[config.mk]
export PLATFORM = sky130hd
export DESIGN_NAME = pkt_priority_queue
export DESIGN_NICKNAME = d
export VERILOG_FILES = /design/src/rtl/pkt_priority_queue_pkg.sv /design/src/rtl/pkt_priority_queue_slot.sv /design/src/rtl/pkt_priority_queue.sv
export SDC_FILE = /design/constraint.sdc
export NUM_CORES = 2
export LEC_CHECK = 0
export CORE_MARGIN = 5
export CORE_UTILIZATION = 55
export DETAILED_ROUTE_END_ITERATION = 7
export MAX_ROUTING_LAYER = met4
export PLACE_DENSITY = 0.71
export SLEW_MARGIN = 20
export SYNTH_ARGS = -nofsm -noshare
export SYNTH_HDL_FRONTEND = slang
export SYNTH_HIERARCHICAL = 1
export SYNTH_SLANG_ARGS = --single-unit
[constraint.sdc]
create_clock -name clk -period 3.7 [get_ports clk]
set_input_delay 0.74 -clock clk [delete_from_list [all_inputs] [get_ports clk]]
set_output_delay 0.74 -clock clk [all_outputs]
set_load 0.02 [all_outputs]
[src/rtl/pkt_priority_queue_pkg.sv]
// ---------------------------------------------------------------------------
// pkt_h : shared types for the packet priority queue.
//   PRIOR_WIDTH  width of the priority key extracted from a header
//   pkHeadInfo   256-bit packet header (8 x 32-bit words, last word = prior)
//   get_prior()  priority key of a header (low PRIOR_WIDTH bits of prior)
//   pq_entry_t   canonical stored entry {header, 64-bit data, prior}
//   slot_sel_e   per-slot next-state selection
// ---------------------------------------------------------------------------
package pkt_h;

  localparam int PRIOR_WIDTH = 16;
  localparam int PQ_DWIDTH   = 64;

  typedef struct packed {
    logic [31:0] flow_id;
    logic [31:0] src_addr;
    logic [31:0] dst_addr;
    logic [31:0] pkt_len;
    logic [31:0] flags;
    logic [31:0] ts_hi;
    logic [31:0] ts_lo;
    logic [31:0] prior;
  } pkHeadInfo;

  typedef struct packed {
    pkHeadInfo              hdr;
    logic [PQ_DWIDTH-1:0]   data;
    logic [PRIOR_WIDTH-1:0] prior;
  } pq_entry_t;

  // HOLD  : keep current contents
  // NEW   : load the incoming entry
  // LEFT  : load slot i-1 (entries shifting up behind an insert)
  // RIGHT : load slot i+1 (entries shifting down on a dequeue)
  typedef enum logic [1:0] {
    SEL_HOLD  = 2'd0,
    SEL_NEW   = 2'd1,
    SEL_LEFT  = 2'd2,
    SEL_RIGHT = 2'd3
  } slot_sel_e;

  function automatic logic [PRIOR_WIDTH-1:0] get_prior(input pkHeadInfo h);
    return PRIOR_WIDTH'(h.prior);
  endfunction

endpackage

[src/rtl/pkt_priority_queue_slot.sv]
// ---------------------------------------------------------------------------
// pq_slot : one storage slot of the sorted priority queue.
//   clk, rst          clock, asynchronous active-low reset
//   i_sel             next-state selection (hold/new/left/right)
//   i_new_*           incoming entry (header, data, prior)
//   i_left_*          contents of slot i-1
//   i_right_*         contents of slot i+1
//   o_valid/o_hdr/
//   o_data/o_prior    registered contents of this slot
//   o_ins             1 = new entry belongs at or before this slot
//                     (slot empty, or new prior strictly below stored prior)
// Invalid slots always hold all-zero contents, so shifting an empty
// neighbour in clears the slot without extra logic.
// ---------------------------------------------------------------------------
module pq_slot
  import pkt_h::*;
#(
  parameter int DWIDTH = 64
) (
  input  logic                   clk,
  input  logic                   rst,
  input  slot_sel_e              i_sel,
  input  pkHeadInfo              i_new_hdr,
  input  logic [DWIDTH-1:0]      i_new_data,
  input  logic [PRIOR_WIDTH-1:0] i_new_prior,
  input  logic                   i_left_valid,
  input  pkHeadInfo              i_left_hdr,
  input  logic [DWIDTH-1:0]      i_left_data,
  input  logic [PRIOR_WIDTH-1:0] i_left_prior,
  input  logic                   i_right_valid,
  input  pkHeadInfo              i_right_hdr,
  input  logic [DWIDTH-1:0]      i_right_data,
  input  logic [PRIOR_WIDTH-1:0] i_right_prior,
  output logic                   o_valid,
  output pkHeadInfo              o_hdr,
  output logic [DWIDTH-1:0]      o_data,
  output logic [PRIOR_WIDTH-1:0] o_prior,
  output logic                   o_ins
);

  logic                   r_valid;
  pkHeadInfo              r_hdr;
  logic [DWIDTH-1:0]      r_data;
  logic [PRIOR_WIDTH-1:0] r_prior;

  always_ff @(posedge clk or negedge rst) begin
    if (!rst) begin
      r_valid <= 1'b0;
      r_hdr   <= '0;
      r_data  <= '0;
      r_prior <= '0;
    end else begin
      case (i_sel)
        SEL_NEW: begin
          r_valid <= 1'b1;
          r_hdr   <= i_new_hdr;
          r_data  <= i_new_data;
          r_prior <= i_new_prior;
        end
        SEL_LEFT: begin
          r_valid <= i_left_valid;
          r_hdr   <= i_left_hdr;
          r_data  <= i_left_data;
          r_prior <= i_left_prior;
        end
        SEL_RIGHT: begin
          r_valid <= i_right_valid;
          r_hdr   <= i_right_hdr;
          r_data  <= i_right_data;
          r_prior <= i_right_prior;
        end
        default: ;
      endcase
    end
  end

  // Strict compare keeps ties in arrival order: equal priors stay ahead.
  assign o_ins   = !r_valid || (i_new_prior < r_prior);
  assign o_valid = r_valid;
  assign o_hdr   = r_hdr;
  assign o_data  = r_data;
  assign o_prior = r_prior;

endmodule

[src/rtl/pkt_priority_queue.sv]
// ---------------------------------------------------------------------------
// pkt_priority_queue : register-based sorted priority queue of packet
// descriptors. Slot 0 always holds the lowest prior value; equal priors
// leave in arrival order.
//   clk          clock, all state on posedge
//   rst          asynchronous active-low reset
//   in_en        enqueue request
//   in_valid     1 = not full, enqueue accepted this cycle
//   in_pkt_info  256-bit packet header (prior taken from it)
//   in_data      data/address word stored with the header
//   out_en       dequeue request
//   out_valid    1 = non-empty, head outputs valid
//   out_data     head data word (0 when empty)
//   out_prior    head priority (0 when empty)
//
// Handshake: a transfer happens on a rising edge where request and the
// corresponding valid are both 1 (enqueue: in_en && in_valid, dequeue:
// out_en && out_valid). in_valid/out_valid depend only on the registered
// count, never on the same-cycle request, so a full queue refuses an
// enqueue even while it is being dequeued.
// ---------------------------------------------------------------------------
module pkt_priority_queue
  import pkt_h::*;
#(
  parameter int DWIDTH     = 64,
  parameter int QUEUE_SIZE = 16
) (
  input  logic                   clk,
  input  logic                   rst,
  input  logic                   in_en,
  output logic                   in_valid,
  input  pkHeadInfo              in_pkt_info,
  input  logic [DWIDTH-1:0]      in_data,
  input  logic                   out_en,
  output logic                   out_valid,
  output logic [DWIDTH-1:0]      out_data,
  output logic [PRIOR_WIDTH-1:0] out_prior
);

  localparam int CW = $clog2(QUEUE_SIZE + 1);

  logic [CW-1:0]          r_count;
  logic                   w_enq;
  logic                   w_deq;
  logic [PRIOR_WIDTH-1:0] w_new_prior;

  // Index k+1 holds slot k; indices 0 and QUEUE_SIZE+1 are constant empty
  // neighbours for the two end slots.
  logic                   w_valid [QUEUE_SIZE+2];
  pkHeadInfo              w_hdr   [QUEUE_SIZE+2];
  logic [DWIDTH-1:0]      w_data  [QUEUE_SIZE+2];
  logic [PRIOR_WIDTH-1:0] w_prior [QUEUE_SIZE+2];
  // Index k = slot k; index QUEUE_SIZE is the empty position past the end.
  logic                   w_ins   [QUEUE_SIZE+1];

  assign in_valid    = (r_count < CW'(QUEUE_SIZE));
  assign out_valid   = (r_count != '0);
  assign w_enq       = in_en && in_valid;
  assign w_deq       = out_en && out_valid;
  assign w_new_prior = get_prior(in_pkt_info);

  assign w_valid[0]            = 1'b0;
  assign w_hdr[0]              = '0;
  assign w_data[0]             = '0;
  assign w_prior[0]            = '0;
  assign w_valid[QUEUE_SIZE+1] = 1'b0;
  assign w_hdr[QUEUE_SIZE+1]   = '0;
  assign w_data[QUEUE_SIZE+1]  = '0;
  assign w_prior[QUEUE_SIZE+1] = '0;
  assign w_ins[QUEUE_SIZE]     = 1'b1;

  for (genvar i = 0; i < QUEUE_SIZE; i++) begin : g_slot
    slot_sel_e w_sel;
    logic      w_ins_lo;   // insert point is at or before slot i-1
    logic      w_gt_lo;    // slot i-1 is valid and moves up behind the insert
    logic      w_insr_lo;  // after dequeue, insert point is at or before position i-1

    if (i == 0) begin : g_first
      assign w_ins_lo  = 1'b0;
      assign w_gt_lo   = 1'b0;
      assign w_insr_lo = 1'b0;
    end else begin : g_rest
      assign w_ins_lo  = w_ins[i-1];
      assign w_gt_lo   = w_valid[i] && w_ins[i-1];
      assign w_insr_lo = w_ins[i];
    end

    // With a dequeue, position i of the post-dequeue order is slot i+1, so
    // the insert test uses the right neighbour's compare. Entries ahead of
    // the insert point shift down; those behind it stay put (shift down by
    // the dequeue, up by the insert).
    always_comb begin
      w_sel = SEL_HOLD;
      if (w_deq) begin
        if (w_enq && w_ins[i+1] && !w_insr_lo) begin
          w_sel = SEL_NEW;
        end else if (w_enq && w_insr_lo) begin
          w_sel = SEL_HOLD;
        end else begin
          w_sel = SEL_RIGHT;
        end
      end else if (w_enq) begin
        if (w_gt_lo) begin
          w_sel = SEL_LEFT;
        end else if (w_ins[i] && !w_ins_lo) begin
          w_sel = SEL_NEW;
        end
      end
    end

    pq_slot #(
      .DWIDTH(DWIDTH)
    ) u_slot (
      .clk           (clk),
      .rst           (rst),
      .i_sel         (w_sel),
      .i_new_hdr     (in_pkt_info),
      .i_new_data    (in_data),
      .i_new_prior   (w_new_prior),
      .i_left_valid  (w_valid[i]),
      .i_left_hdr    (w_hdr[i]),
      .i_left_data   (w_data[i]),
      .i_left_prior  (w_prior[i]),
      .i_right_valid (w_valid[i+2]),
      .i_right_hdr   (w_hdr[i+2]),
      .i_right_data  (w_data[i+2]),
      .i_right_prior (w_prior[i+2]),
      .o_valid       (w_valid[i+1]),
      .o_hdr         (w_hdr[i+1]),
      .o_data        (w_data[i+1]),
      .o_prior       (w_prior[i+1]),
      .o_ins         (w_ins[i])
    );
  end

  always_ff @(posedge clk or negedge rst) begin
    if (!rst) begin
      r_count <= '0;
    end else begin
      case ({w_enq, w_deq})
        2'b10:   r_count <= r_count + CW'(1);
        2'b01:   r_count <= r_count - CW'(1);
        default: r_count <= r_count;
      endcase
    end
  end

  assign out_data  = w_valid[1] ? w_data[1]  : '0;
  assign out_prior = w_valid[1] ? w_prior[1] : '0;

endmodule

Word level (Yosys, flattened, before mapping)

Cells that the tools add are included.

Reductions and logical operators: 128
Magnitude comparators: 17
Bitwise logic cells: 0
Shift-type cells: 0
Muxes and demuxes: 145
Multiply operators: 0
Divide/modulo/power cells: 0
Add/subtract/negate cells: 2
Equal/unequal tests: 50

Operator list:

| kind                                                | number |
|---|---|
| one-hot mux 64 bit (3 select lines)                 | 16 |
| one-hot mux 16 bit (3 select lines)                 | 16 |
| < comparator 16 bit                                 | 16 |
| two-way mux 2 bit                                   | 77 |
| equality test 2 bit, second input constant          | 33 |
| two-way mux 64 bit                                  | 1 |
| logical AND 1 bit                                   | 62 |
| one-hot mux 1 bit (3 select lines)                  | 16 |
| nonzero test 3 bit                                  | 16 |
| equality test 2 x 1 -> 1 bit, second input constant | 17 |
| logical NOT 1 bit                                   | 32 |
| two-way mux 1 bit                                   | 17 |
| logical OR 1 bit                                    | 16 |
| two-way mux 16 bit                                  | 1 |
| one-hot mux 5 bit (2 select lines)                  | 1 |
| adder 5 x 1 -> 5 bit, second input constant         | 1 |
| < comparator 5 bit, second input constant           | 1 |
| nonzero test 5 bit                                  | 1 |
| subtractor 5 x 1 -> 5 bit, second input constant    | 1 |
| nonzero test 2 bit                                  | 1 |

Output and inout bits: 82
Bits in registers: 1,301
Word-level logic and storage cells: 391
Bits of input ports: 324
ROM bits: 0
Memories kept: 0
Latch bits: 0
Memory bits (writable): 0

Logic depth before layout (Yosys ltp)

Word-level depth: 10
Depth in mapped cells: 13
Gate-level depth less buffers: 11

Modules after synthesis

The synthesis kept the hierarchy.

By module, submodules not included:

| module                           | times used | cells each | area each (um^2) |
|---|---|---|---|
| pq_slot at g_slot[14].u_slot ... | 11         | 804        | 17,332.9 |
| pq_slot at g_slot[0].u_slot ...  | 5          | 803        | 17,310.4 |
| pkt_priority_queue               | 1          | 223        | 1,546.5 |

Least setup slack after synthesis

OpenSTA, ideal clock, no wires.

Kind: input -> register
From: input port in_pkt_info[1] in the netlist's numbering
To: register, netlist name g_slot[2].u_slot/o_hdr[213]
Cell stages on the path: 11
Required time: 3,562 ps
Setup slack: 280 ps
Arrival time: 3,281 ps
Setup time: 138 ps
Buffers on the path: 3
Path through: ha_1 a2111oi_4 a2111oi_0 o41ai_1 nand2_1 nor3_1 a21o_1 buf_6 buf_8 buf_8 mux4_2

RTL lines:

| element         | RTL line                 | source |
|---|---|---|
| start, declared | pkt_priority_queue.sv:32 | `input pkHeadInfo in_pkt_info,` |

Final worst setup path

From: input port in_pkt_info[1] in the netlist's numbering
To: register g_slot[13].u_slot.r_data[38]

Elaborated cells on any way between the ends: 24

RTL lines:

| element                                                                          | RTL line                      | source |
|---|---|---|
| < comparator 16 bit (*)                                                          | pkt_priority_queue_slot.sv:78 | `assign o_ins = !r_valid \|\| (i_new_prior < r_prior);` |
| logical OR 1 bit (*)                                                             | pkt_priority_queue_slot.sv:78 |  |
| net g_slot[13].w_insr_lo                                                         | pkt_priority_queue.sv:76      | `logic w_insr_lo;` |
| logical AND 1 bit                                                                | pkt_priority_queue.sv:105     | `end else if (w_ins[i] && !w_ins_lo) begin` |
| two-way mux 1 bit                                                                | pkt_priority_queue.sv:105     |  |
| two-way mux 2 bit                                                                | pkt_priority_queue.sv:103     | `if (w_gt_lo) begin` |
| two-way mux 2 bit                                                                | pkt_priority_queue.sv:102     | `end else if (w_enq) begin` |
| two-way mux 2 bit (*)                                                            | pkt_priority_queue.sv:94      | `if (w_deq) begin` |
| net g_slot[13].w_sel[0]                                                          | pkt_priority_queue.sv:73      | `slot_sel_e w_sel;` |
| equality test 2 bit / equality test 2 x 1 -> 1 bit (equally long branches)       | pkt_priority_queue_slot.sv:53 | `case (i_sel)` |
| one-hot mux 64 bit (3 select lines) / nonzero test 3 bit (equally long branches) | n/a                           |  |
| end signal, assigned                                                             | pkt_priority_queue_slot.sv:57 | `r_data <= i_new_data;` |
| end signal, assigned                                                             | pkt_priority_queue_slot.sv:63 | `r_data <= i_left_data;` |
| end signal, assigned                                                             | pkt_priority_queue_slot.sv:69 | `r_data <= i_right_data;` |
| end, declared                                                                    | pkt_priority_queue_slot.sv:43 | `logic [DWIDTH-1:0] r_data;` |

Mark *: on every way through the listed nets, which the timed path passes. The rest lies on a longest branch.
A chain may end at the register's enable or synchronous reset.

==> impl_metrics.py <==
metrics = {
    "timing": {
        "slew_headroom_pct": 50.2,
        "fin_crit_ns": 3.63,
        "period_share_pct": 98.0,
        "final_max_slew_viol_count": 0,
        "clock.fmax_mhz": 276,
        "hold_violations": 0,
        "grt_setup_unrepaired": "no",
        "fin_tns_setup_ns": 0,
        "worstMarginPinSlew_ns": 0.745,
        "setup_viol_count_final": 0,
        "fin_skew_ns": 0.0270,
        "whs_ns": 0.561,
    },
    "grt": {
        "grt_pass1_wl_um": 302000,
        "grt_max_degree": 117,
        "top_usage_layer": "met2",
        "overflow": 0,
        "grt_util_all_layers_pct": 28.7,
        "grt_pass1_vias": 47800,
        "met2_usage_pct": 43.2,
        "use_met1_pct": 39.9,
        "grt_antenna_before_repair": 8,
        "met3_usage_pct": 6.80,
    },
    "setup_path": {
        "cp_max_fo": 17,
        "worstRegToRegCells": 11,
        "cpMaxStageDelayCell": "o311ai_0",
        "critPathBufInv": 7,
        "cp-end-kind": "flop",
        "critical-path-max-stage-delay_ns": 0.55,
        "worstSetupStartpointType": "primary input",
        "regToRegSetupSlack_ns": 0.25,
        "path_class": "primary input to flop",
        "critPathMostFrequentCell": "buf_4",
        "worstPathCellList": "clkdlybuf4s50_1, buf_12, buf_4, ha_1, a2111oi_0, buf_4, o311ai_0, a22oi_1, buf_4, a21oi_1, a31o_4, buf_4, buf_12, mux4_2",
        "crit_family": "buffers and inverters",
        "crit_end": "g_slot[13].u_slot/o_data[38]$_DFFE_PN0P_",
        "worst_r2r_startpoint": "g_slot[15].u_slot/o_prior[13]$_DFFE_PN0P_",
        "arrival_ns": 4.27,
        "cp.required_ns": 4.34,
        "rr_endpoint": "g_slot[15].u_slot/o_data[7]$_DFFE_PN0P_",
        "crit_path_start": "in_pkt_info[1]",
        "worst-path-stages": 14,
    },
    "clock_network": {
        "clock_path_buffers": 3,
        "clk_transition_reported_paths_ns": 0.06,
        "cts_inserted_buffers": 144,
        "clkLatencyLatePin_ns": 0.78,
        "cts_max_level": 4,
        "tritoncts": "yes",
        "cts_sinks": 1301,
        "root_buffer": "clkbuf_16",
    },
    "detailed_routing": {
        "via_count": 44400,
        "wl_per_cell_um": 29.4,
        "ant_nets": 0,
        "drt_first_iter_violations": 4291,
        "drc": 0,
        "routed_via_density": 6.84,
        "first_pass_iters": 5,
        "drt_wl_total_um": 191000,
    },
    "synth": {
        "yosysWarningCount": 6,
        "netlist_area_mm2": 0.0740,
        "syn_area_per_cell_um2": 18.1,
        "netlist_instances": 4090,
    },
    "floorplan": {
        "core_area_mm2": 0.134,
        "start_util_pct": 55.4,
        "fp.dieH_um": 377,
        "ios": 406,
        "fp.dieW_um": 377,
        "dieArea_mm2": 0.142,
        "rows": 134,
    },
    "layout": {
        "post-route-cell-area_mm2": 0.0856,
        "final_util_pct": 64.0,
        "area.growth.synth_to_final_pct": 15.6,
        "nets": 5175,
        "layout-drive-gt1-share_pct": 44.2,
        "n_fill_cell": 8955,
        "final_cells": 6493,
    },
    "placement": {
        "placed_cell_area_mm2": 0.0801,
        "port-buffer-count": 165,
        "dp.cells": 6212,
        "place_congestion": 0.851,
        "dpl.hpwl_um": 131000,
    },
    "power": {
        "leakagePower_nw": 34.8,
        "power_density_mw_per_mm2": 970,
        "vdd_ir_drop_max_uv": 705,
    },
    "worst_hold_path": {
        "hold_class": "primary input to async pin",
    },
    "job": {
        "cap_violations": 0,
    },
    "run_status": {
        "outcome": "finished, final reports clean",
    },
}
==> flip-flops by register name, summed over array words and instances, names as in the netlist <==
signal,count
g_slot.u_slot/o_prior,256
g_slot.u_slot/o_valid,16
g_slot.u_slot/o_data,1024
r_count,5
==> where the power goes <==
part	total (mW)	switching, mW	internal, mW
Clock	15.4	6.12	9.25
Combinational	38.8	15.0	23.8
Sequential	28.9	6.97	21.9
==> layer usage <==
metal  up-vias  wire [um]
met5         -          0
met4         0       5400
met3       284      15500
met2      2079      93000
met1     24600      76900
li1      17400          -
==> how the worst min path moves through the flow <==
stage / from / to / depth (start not counted) / slack, ns
2_1_floorplan: rst / g_slot[0].u_slot/o_data[0]$_DFFE_PN0P_ / 0 / 0.44
3_3_place_gp: g_slot[15].u_slot/o_valid$_DFFE_PN0P_ / g_slot[15].u_slot/o_valid$_DFFE_PN0P_ / 2 / 0.54
3_5_place_dp: g_slot[15].u_slot/o_data[48]$_DFFE_PN0P_ / g_slot[14].u_slot/o_data[48]$_DFFE_PN0P_ / 1 / 0.58
4_1_cts: rst / g_slot[14].u_slot/o_data[17]$_DFFE_PN0P_ / 2 / 0.57
5_1_grt: rst / g_slot[14].u_slot/o_data[16]$_DFFE_PN0P_ / 2 / 0.60
6_report: rst / g_slot[14].u_slot/o_data[16]$_DFFE_PN0P_ / 2 / 0.56
==> metrics by stage <==
step / total power [mW] / setup slack (ns)
4_1_cts: 83.0 / 0.0237
2_1_floorplan: 55.6 / 0.348
3_3_place_gp: 65.5 / -1.11
6_report: 83.0 / 0.0746
5_1_grt: 87.3 / 0.0119
3_5_place_dp: 67.0 / -1.14
==> what timing repair did <==
action	in CTS	in global routing
hold buffers	1	0
endpoints found under the setup margin	634	733
hold endpoints to repair	60	0
pin swaps	1	5
resized for setup	13	15
cloned	0	0
setup buffers	4	12
==> layout make-up <==
class / count / area [um2] / area share (%)
timing repair buffer: 645 / 7870 / 9.19
clock buffer: 202 / 4230 / 4.94
tap: 1768 / 2210 / 2.58
clock inverter: 54 / 843 / 0.985
antenna: 8 / 20.0 / 0.0234
inverter: 268 / 1010 / 1.18
multi-input combinational: 2247 / 36800 / 43.1
sequential: 1301 / 32600 / 38.0
==> cell usage in the layout (no fill, tap or decap), types with 11 or more instances in the layout <==
cell,count
dfrtp_1,1300
mux4_2,1280
buf_4,272
inv_1,267
ha_1,244
buf_12,207
clkdlybuf4s50_1,164
conb_1,162
clkbuf_16,147
a21oi_1,117
and2_1,80
nand4_1,44
a21o_1,38
o21ai_0,37
clkbuf_8,34
nand3_1,28
nand2_1,21
clkbuf_1,21
clkinv_2,21
bufinv_16,18
mux2i_1,17
nor3_1,16
o21a_1,15
a31o_4,14
a32o_4,14
a2111oi_4,12
nand2b_4,11
(Power assumes the default switching activity.)
